===== src/rtl/rom_rd_arb_if.sv =====
// Request/response bundle shared by the two ROM requesters, the ROM and the
// arbiter. The master side is the environment (requesters plus ROM data);
// the slave side is the arbiter that grants, issues and returns data.
interface rom_rd_arb_if;
  logic       pri_mode;
  logic       req0_valid;
  logic [7:0] req0_addr;
  logic       req0_ready;
  logic       req1_valid;
  logic [7:0] req1_addr;
  logic       req1_ready;
  logic [7:0] rom_addr;
  logic       rom_rden;
  logic [7:0] rom_q;
  logic       rsp0_valid;
  logic       rsp1_valid;
  logic [7:0] rsp_data;

  modport master (
    output pri_mode, req0_valid, req0_addr, req1_valid, req1_addr, rom_q,
    input  req0_ready, req1_ready, rom_addr, rom_rden,
           rsp0_valid, rsp1_valid, rsp_data
  );

  modport slave (
    input  pri_mode, req0_valid, req0_addr, req1_valid, req1_addr, rom_q,
    output req0_ready, req1_ready, rom_addr, rom_rden,
           rsp0_valid, rsp1_valid, rsp_data
  );
endinterface


===== src/rtl/rom_rd_arb.sv =====
// Two-port read arbiter in front of a single-port ROM with ROM_LAT cycles of
// read latency. One grant per cycle; a {vld,id} tag rides alongside each read
// so the returned word is steered to the requester that issued it.
module rom_rd_arb #(
  parameter int         ROM_LAT    = 2,
  parameter logic [3:0] STARVE_MAX = 4'd15
) (
  input  logic         sys_clk,
  input  logic         sys_rst,
  rom_rd_arb_if.slave  bus
);

  logic       last_grant;   // 1 = port 1 won last, so port 0 wins the next tie
  logic [3:0] starve_cnt;
  logic       both;
  logic       gnt0;
  logic       gnt1;
  logic       gnt_any;

  // Stage 0 is the cycle rom_rden is high; stage ROM_LAT is the cycle rom_q
  // carries that read's data.
  logic [ROM_LAT:0] vld_pipe;
  logic [ROM_LAT:0] id_pipe;

  // Grant decision; nothing is accepted while reset is asserted.
  always_comb begin
    both = bus.req0_valid && bus.req1_valid;
    gnt0 = 1'b0;
    gnt1 = 1'b0;
    if (!sys_rst) begin
      if (both) begin
        if (bus.pri_mode) begin
          if (starve_cnt == STARVE_MAX) gnt1 = 1'b1;
          else                          gnt0 = 1'b1;
        end else begin
          if (last_grant) gnt0 = 1'b1;
          else            gnt1 = 1'b1;
        end
      end else begin
        gnt0 = bus.req0_valid;
        gnt1 = bus.req1_valid;
      end
    end
  end

  assign gnt_any        = gnt0 | gnt1;
  assign bus.req0_ready = gnt0;
  assign bus.req1_ready = gnt1;
  assign bus.rom_rden   = vld_pipe[0];

  // Round-robin history and port-1 starvation counter (counted in both modes).
  always_ff @(posedge sys_clk) begin
    if (sys_rst) begin
      last_grant <= 1'b1;
      starve_cnt <= 4'd0;
    end else begin
      if (gnt_any) last_grant <= gnt1;
      if (bus.req1_valid && !gnt1) begin
        if (starve_cnt != STARVE_MAX) starve_cnt <= starve_cnt + 4'd1;
      end else begin
        starve_cnt <= 4'd0;
      end
    end
  end

  // ROM address: load on grant, otherwise hold the last issued address.
  always_ff @(posedge sys_clk) begin
    if (sys_rst)      bus.rom_addr <= 8'd0;
    else if (gnt1)    bus.rom_addr <= bus.req1_addr;
    else if (gnt0)    bus.rom_addr <= bus.req0_addr;
  end

  // Tag shift register; clearing it on reset drops every in-flight read.
  always_ff @(posedge sys_clk) begin
    if (sys_rst) begin
      vld_pipe <= '0;
      id_pipe  <= '0;
    end else begin
      vld_pipe <= {vld_pipe[ROM_LAT-1:0], gnt_any};
      id_pipe  <= {id_pipe[ROM_LAT-1:0], gnt1};
    end
  end

  // Response capture at the tail of the tag pipe; data holds between responses.
  always_ff @(posedge sys_clk) begin
    if (sys_rst) begin
      bus.rsp0_valid <= 1'b0;
      bus.rsp1_valid <= 1'b0;
      bus.rsp_data   <= 8'd0;
    end else begin
      bus.rsp0_valid <= vld_pipe[ROM_LAT] && !id_pipe[ROM_LAT];
      bus.rsp1_valid <= vld_pipe[ROM_LAT] &&  id_pipe[ROM_LAT];
      if (vld_pipe[ROM_LAT]) bus.rsp_data <= bus.rom_q;
    end
  end

endmodule

===== src/flat_wrapper.sv =====
// flat-port wrapper written by rule: the top's interface ports become plain ports
module rom_rd_arb_flat 
#(
  parameter int         ROM_LAT    = 2,
  parameter logic [3:0] STARVE_MAX = 4'd15
)
  (sys_clk, sys_rst, bus_pri_mode, bus_req0_valid, bus_req0_addr, bus_req1_valid, bus_req1_addr, bus_rom_q, bus_req0_ready, bus_req1_ready, bus_rom_addr, bus_rom_rden, bus_rsp0_valid, bus_rsp1_valid, bus_rsp_data);
  rom_rd_arb_if bus_i ();
  input  logic sys_clk;
  input  logic sys_rst;
  input wire logic [$bits(bus_i.pri_mode)-1:0] bus_pri_mode;
  input wire logic [$bits(bus_i.req0_valid)-1:0] bus_req0_valid;
  input wire logic [$bits(bus_i.req0_addr)-1:0] bus_req0_addr;
  input wire logic [$bits(bus_i.req1_valid)-1:0] bus_req1_valid;
  input wire logic [$bits(bus_i.req1_addr)-1:0] bus_req1_addr;
  input wire logic [$bits(bus_i.rom_q)-1:0] bus_rom_q;
  output wire logic [$bits(bus_i.req0_ready)-1:0] bus_req0_ready;
  output wire logic [$bits(bus_i.req1_ready)-1:0] bus_req1_ready;
  output wire logic [$bits(bus_i.rom_addr)-1:0] bus_rom_addr;
  output wire logic [$bits(bus_i.rom_rden)-1:0] bus_rom_rden;
  output wire logic [$bits(bus_i.rsp0_valid)-1:0] bus_rsp0_valid;
  output wire logic [$bits(bus_i.rsp1_valid)-1:0] bus_rsp1_valid;
  output wire logic [$bits(bus_i.rsp_data)-1:0] bus_rsp_data;
  assign bus_i.pri_mode = bus_pri_mode;
  assign bus_i.req0_valid = bus_req0_valid;
  assign bus_i.req0_addr = bus_req0_addr;
  assign bus_i.req1_valid = bus_req1_valid;
  assign bus_i.req1_addr = bus_req1_addr;
  assign bus_i.rom_q = bus_rom_q;
  assign bus_req0_ready = bus_i.req0_ready;
  assign bus_req1_ready = bus_i.req1_ready;
  assign bus_rom_addr = bus_i.rom_addr;
  assign bus_rom_rden = bus_i.rom_rden;
  assign bus_rsp0_valid = bus_i.rsp0_valid;
  assign bus_rsp1_valid = bus_i.rsp1_valid;
  assign bus_rsp_data = bus_i.rsp_data;
  rom_rd_arb #(.ROM_LAT(ROM_LAT), .STARVE_MAX(STARVE_MAX)) u_core (.sys_clk(sys_clk), .sys_rst(sys_rst), .bus(bus_i));
endmodule

===== config.mk =====
export PLATFORM = sky130hd
export DESIGN_NAME = rom_rd_arb_flat
export DESIGN_NICKNAME = d
export VERILOG_FILES = /design/src/rtl/rom_rd_arb_if.sv /design/src/rtl/rom_rd_arb.sv /design/src/flat_wrapper.sv
export SDC_FILE = /design/constraint.sdc
export NUM_CORES = 1
export LEC_CHECK = 0
export CAP_MARGIN = 10
export CELL_PAD_IN_SITES_DETAIL_PLACEMENT = 1
export CELL_PAD_IN_SITES_GLOBAL_PLACEMENT = 2
export CORE_UTILIZATION = 25
export CTS_CLUSTER_DIAMETER = 100
export DETAILED_ROUTE_END_ITERATION = 10
export GPL_ROUTABILITY_DRIVEN = 0
export HOLD_SLACK_MARGIN = 0.12
export PLACE_DENSITY_LB_ADDON = 0.1
export REMOVE_ABC_BUFFERS = 1
export SKIP_CTS_REPAIR_TIMING = 1
export SYNTH_ARGS = -nofsm -noshare
export SYNTH_HDL_FRONTEND = slang
export SYNTH_SLANG_ARGS = --single-unit

===== constraint.sdc =====
create_clock -name sys_clk -period 1.59 [get_ports sys_clk]
set_input_delay 0.159 -clock sys_clk [delete_from_list [all_inputs] [get_ports sys_clk]]
set_output_delay 0.159 -clock sys_clk [all_outputs]
set_load 0.02 [all_outputs]

==> reports/results.ini <==
[die]
die_y_um = 71.53
die_w_um = 71.53
dieArea_um2 = 5117
core_um2 = 4504
ios = 50
rows = 24
initial_utilization_pct = 26.83

[sta]
fmax_ghz = 0.6444
finalSetupTns_ns = 0
worst_slack_ns = 0.03808
rsz0062_at_grt = true
layout_min_cycle_time_ns = 1.552
final.setup_skew_ns = 0.004920
drv_slew = 0
worst_pin_slew_ns = 0.5174
hold_viol = 0
finalCritPeriodShare_pct = 97.61
setup_viol = 0
slew_headroom_pct = 65.46

[flow_run]
maxCapViolations = 0

[clock_tree]
clkLatencyLatePin_ns = 0.27
root_buffer = clkbuf_8
cts_buffers = 5
cts-htree-levels = 2
clk_path_buf_depth = 2
clock_sinks = 29
cts_tree = yes
clkTransAtPathRegs_ns = 0.06

[yosys]
yosysSeqAreaShare_pct = 48.03
syn-cell-area_um2 = 1209
yosys.area.top_type = dfxtp_1
synth_top_area_share_pct = 48.03
synth_warnings = 0
post_synth_main_area_contributors = dfxtp_1, mux2i_1, o221a_1
yosys_register_bits = 29
yosysUniqueCellTypes = 28
syn_avg_cell_area_um2 = 11.19
synthCells = 108

[critical_path]
cp_top_family = buffers and inverters
critPathLaunchType = primary input
critPathKind = primary input to output port
r2r_setup_slack_ns = 0.14
path_buf_inv = 3
cp.required_ns = 1.43
crit_end = bus_req1_ready
worstSetupStartpoint = bus_pri_mode
path_cells = clkdlybuf4s50_1, buf_4, o21a_4, a21oi_1, dlymetal6s2s_1
r2r-start = u_core.starve_cnt[0]
slowest_delay_ns = 0.50
slowest_stage = clkdlybuf4s50_1
rr_worst_depth = 5
r2r_end = u_core.bus.rom_addr[2]
path_max_fanout = 3
worstSetupEndpointType = output port
cp.depth = 5
arrival_ns = 1.39

[final_layout]
ff_latch_area_um2 = 580.6
final_cells = 224
fin_nets = 201
nFillCells = 506
diodes = 0
layout-drive-gt1-share_pct = 19.19
fin_area_um2 = 1916
layout_commonest_cell = clkdlybuf4s50_1
layout_common_cells = clkdlybuf4s50_1, dfxtp_1, mux2i_1, buf_4, a21oi_1
multi_input_area_um2 = 588.1
area_delta_synth_final_pct = 58.49

[global_routing]
grt_use_met2_pct = 25.08
grt_pass1_vias = 1136
grt_max_degree = 25
grt_pass1_wl_um = 5368
gr-usage-met3_pct = 4.923
overflow = 0
antenna_found_initial = 0
track_usage_pct = 13.98
grt.busiest_layer = met2
grt_use_met1_pct = 14.91

[detailed_routing]
drtIter0Drc = 13
wirelength_um = 3262
remaining_drc_errors = 0
route.detailed.wl_per_inst_um = 14.56
drt_first_pass_iters = 3
avgViaCountPerCell = 4.821
via_count = 1080
postRouteAntennaNets = 0

[pwr]
power.density_nw_per_um2 = 865.8
leakage_nw = 0.7651
ir_drop_v = 0.0004582
power_w = 0.001659

[place]
place_area_um2 = 1822
dp_hpwl_um = 2358
place_inst = 216
numPortBuffers = 49
dp_slack_ns = -0.3752

[outcome]
status = finished clean

[worst_hold_path]
min_path_type = flip-flop to flip-flop

==> Yosys cell counts <==
master / n
nand3_1: 2
nand3b_1: 1
nand2b_1: 1
ha_1: 1
xnor2_1: 1
buf_6: 2
nand2_4: 1
buf_2: 2
nor3_2: 3
a2111oi_2: 1
nor3b_1: 1
mux2i_1: 17
nand4_4: 1
a21o_4: 1
and3b_1: 1
o21ai_0: 2
inv_1: 2
o221a_1: 8
inv_2: 1
nor2b_1: 4
a211oi_1: 1
nor2_1: 8
clkbuf_1: 2
a21o_1: 2
dfxtp_1: 29
a21oi_1: 11
o21a_4: 1
nor3_1: 1
==> cell families after synthesis <==
family,synth area share [%]
flip-flops,48.03
AO/OA/AOI/OAI,18.43
AND/OR/NAND/NOR,13.46
multiplexers,14.08
buffers and inverters,4.244
XOR/XNOR,0.7248
adder cells (fa/ha/maj),1.035
==> how the worst min path moves through the flow <==
| stage | end | slack [ns] | depth (start not counted) | startpoint |
|---|---|---|---|---|
| 2_1_floorplan | u_core.vld_pipe[0] | 0.23 | 1 | sys_rst |
| 3_3_place_gp | u_core.bus.rsp0_valid | 0.39 | 1 | u_core.id_pipe[2] |
| 3_5_place_dp | u_core.bus.rsp0_valid | 0.41 | 1 | u_core.id_pipe[2] |
| 4_1_cts | u_core.bus.rsp0_valid | 0.42 | 1 | u_core.id_pipe[2] |
| 5_1_grt | u_core.bus.rsp0_valid | 0.46 | 1 | u_core.id_pipe[2] |
| 6_report | u_core.bus.rsp0_valid | 0.42 | 1 | u_core.id_pipe[2] |
==> per-layer routing <==
| metal | wire length, um | vias up | share of wire (%) |
|---|---|---|---|
| li1 | - | 519 | - |
| met1 | 1317 | 520 | 40 |
| met2 | 1683 | 36 | 52 |
| met3 | 218 | 5 | 6.7 |
| met4 | 43 | 0 | 1.3 |
| met5 | 0 | - | 0 |
==> metrics by stage <==
step	utilization, %	hold slack, ns
after floorplan	-	0.2281
after global placement	40.44	0.3927
after detailed placement	40.44	0.4109
after CTS	42.28	0.4218
after global routing	42.53	0.4603
final	42.53	0.4248
==> sequential cells by signal, indices dropped and copies added, names as in the netlist <==
signal	count
u_core.bus.rom_addr	8
u_core.bus.rsp0_valid	1
u_core.bus.rsp1_valid	1
u_core.bus.rsp_data	8
u_core.id_pipe	3
u_core.last_grant	1
u_core.starve_cnt	4
u_core.vld_pipe	3
==> power by group <==
group	switching [W]	internal, W	total (W)
Sequential	0.0000206	0.000760	0.000781
Combinational	0.000130	0.000171	0.000301
Clock	0.000274	0.000302	0.000577
==> worst reg2reg max path, delay by kind of cell (launching register included) <==
kind | cells | cell delay, ns
AND/OR/NAND/NOR | 1 | 0.12
adder cells (fa/ha/maj) | 1 | 0.22
flip-flops | 1 | 0.35
buffers and inverters | 1 | 0.17
AO/OA/AOI/OAI | 2 | 0.48
==> cell type report <==
| cell class | instances | share of cell area [%] |
|---|---|---|
| Timing Repair Buffer | 62 | 30.70 |
| Clock inverter | 2 | 0.5225 |
| Tap cell | 52 | 3.396 |
| Clock buffer | 6 | 3.788 |
| Sequential cell | 29 | 30.31 |
| Inverter | 3 | 0.5879 |
| Multi-Input combinational cell | 70 | 30.70 |
Power figures use the tool's default switching activity.
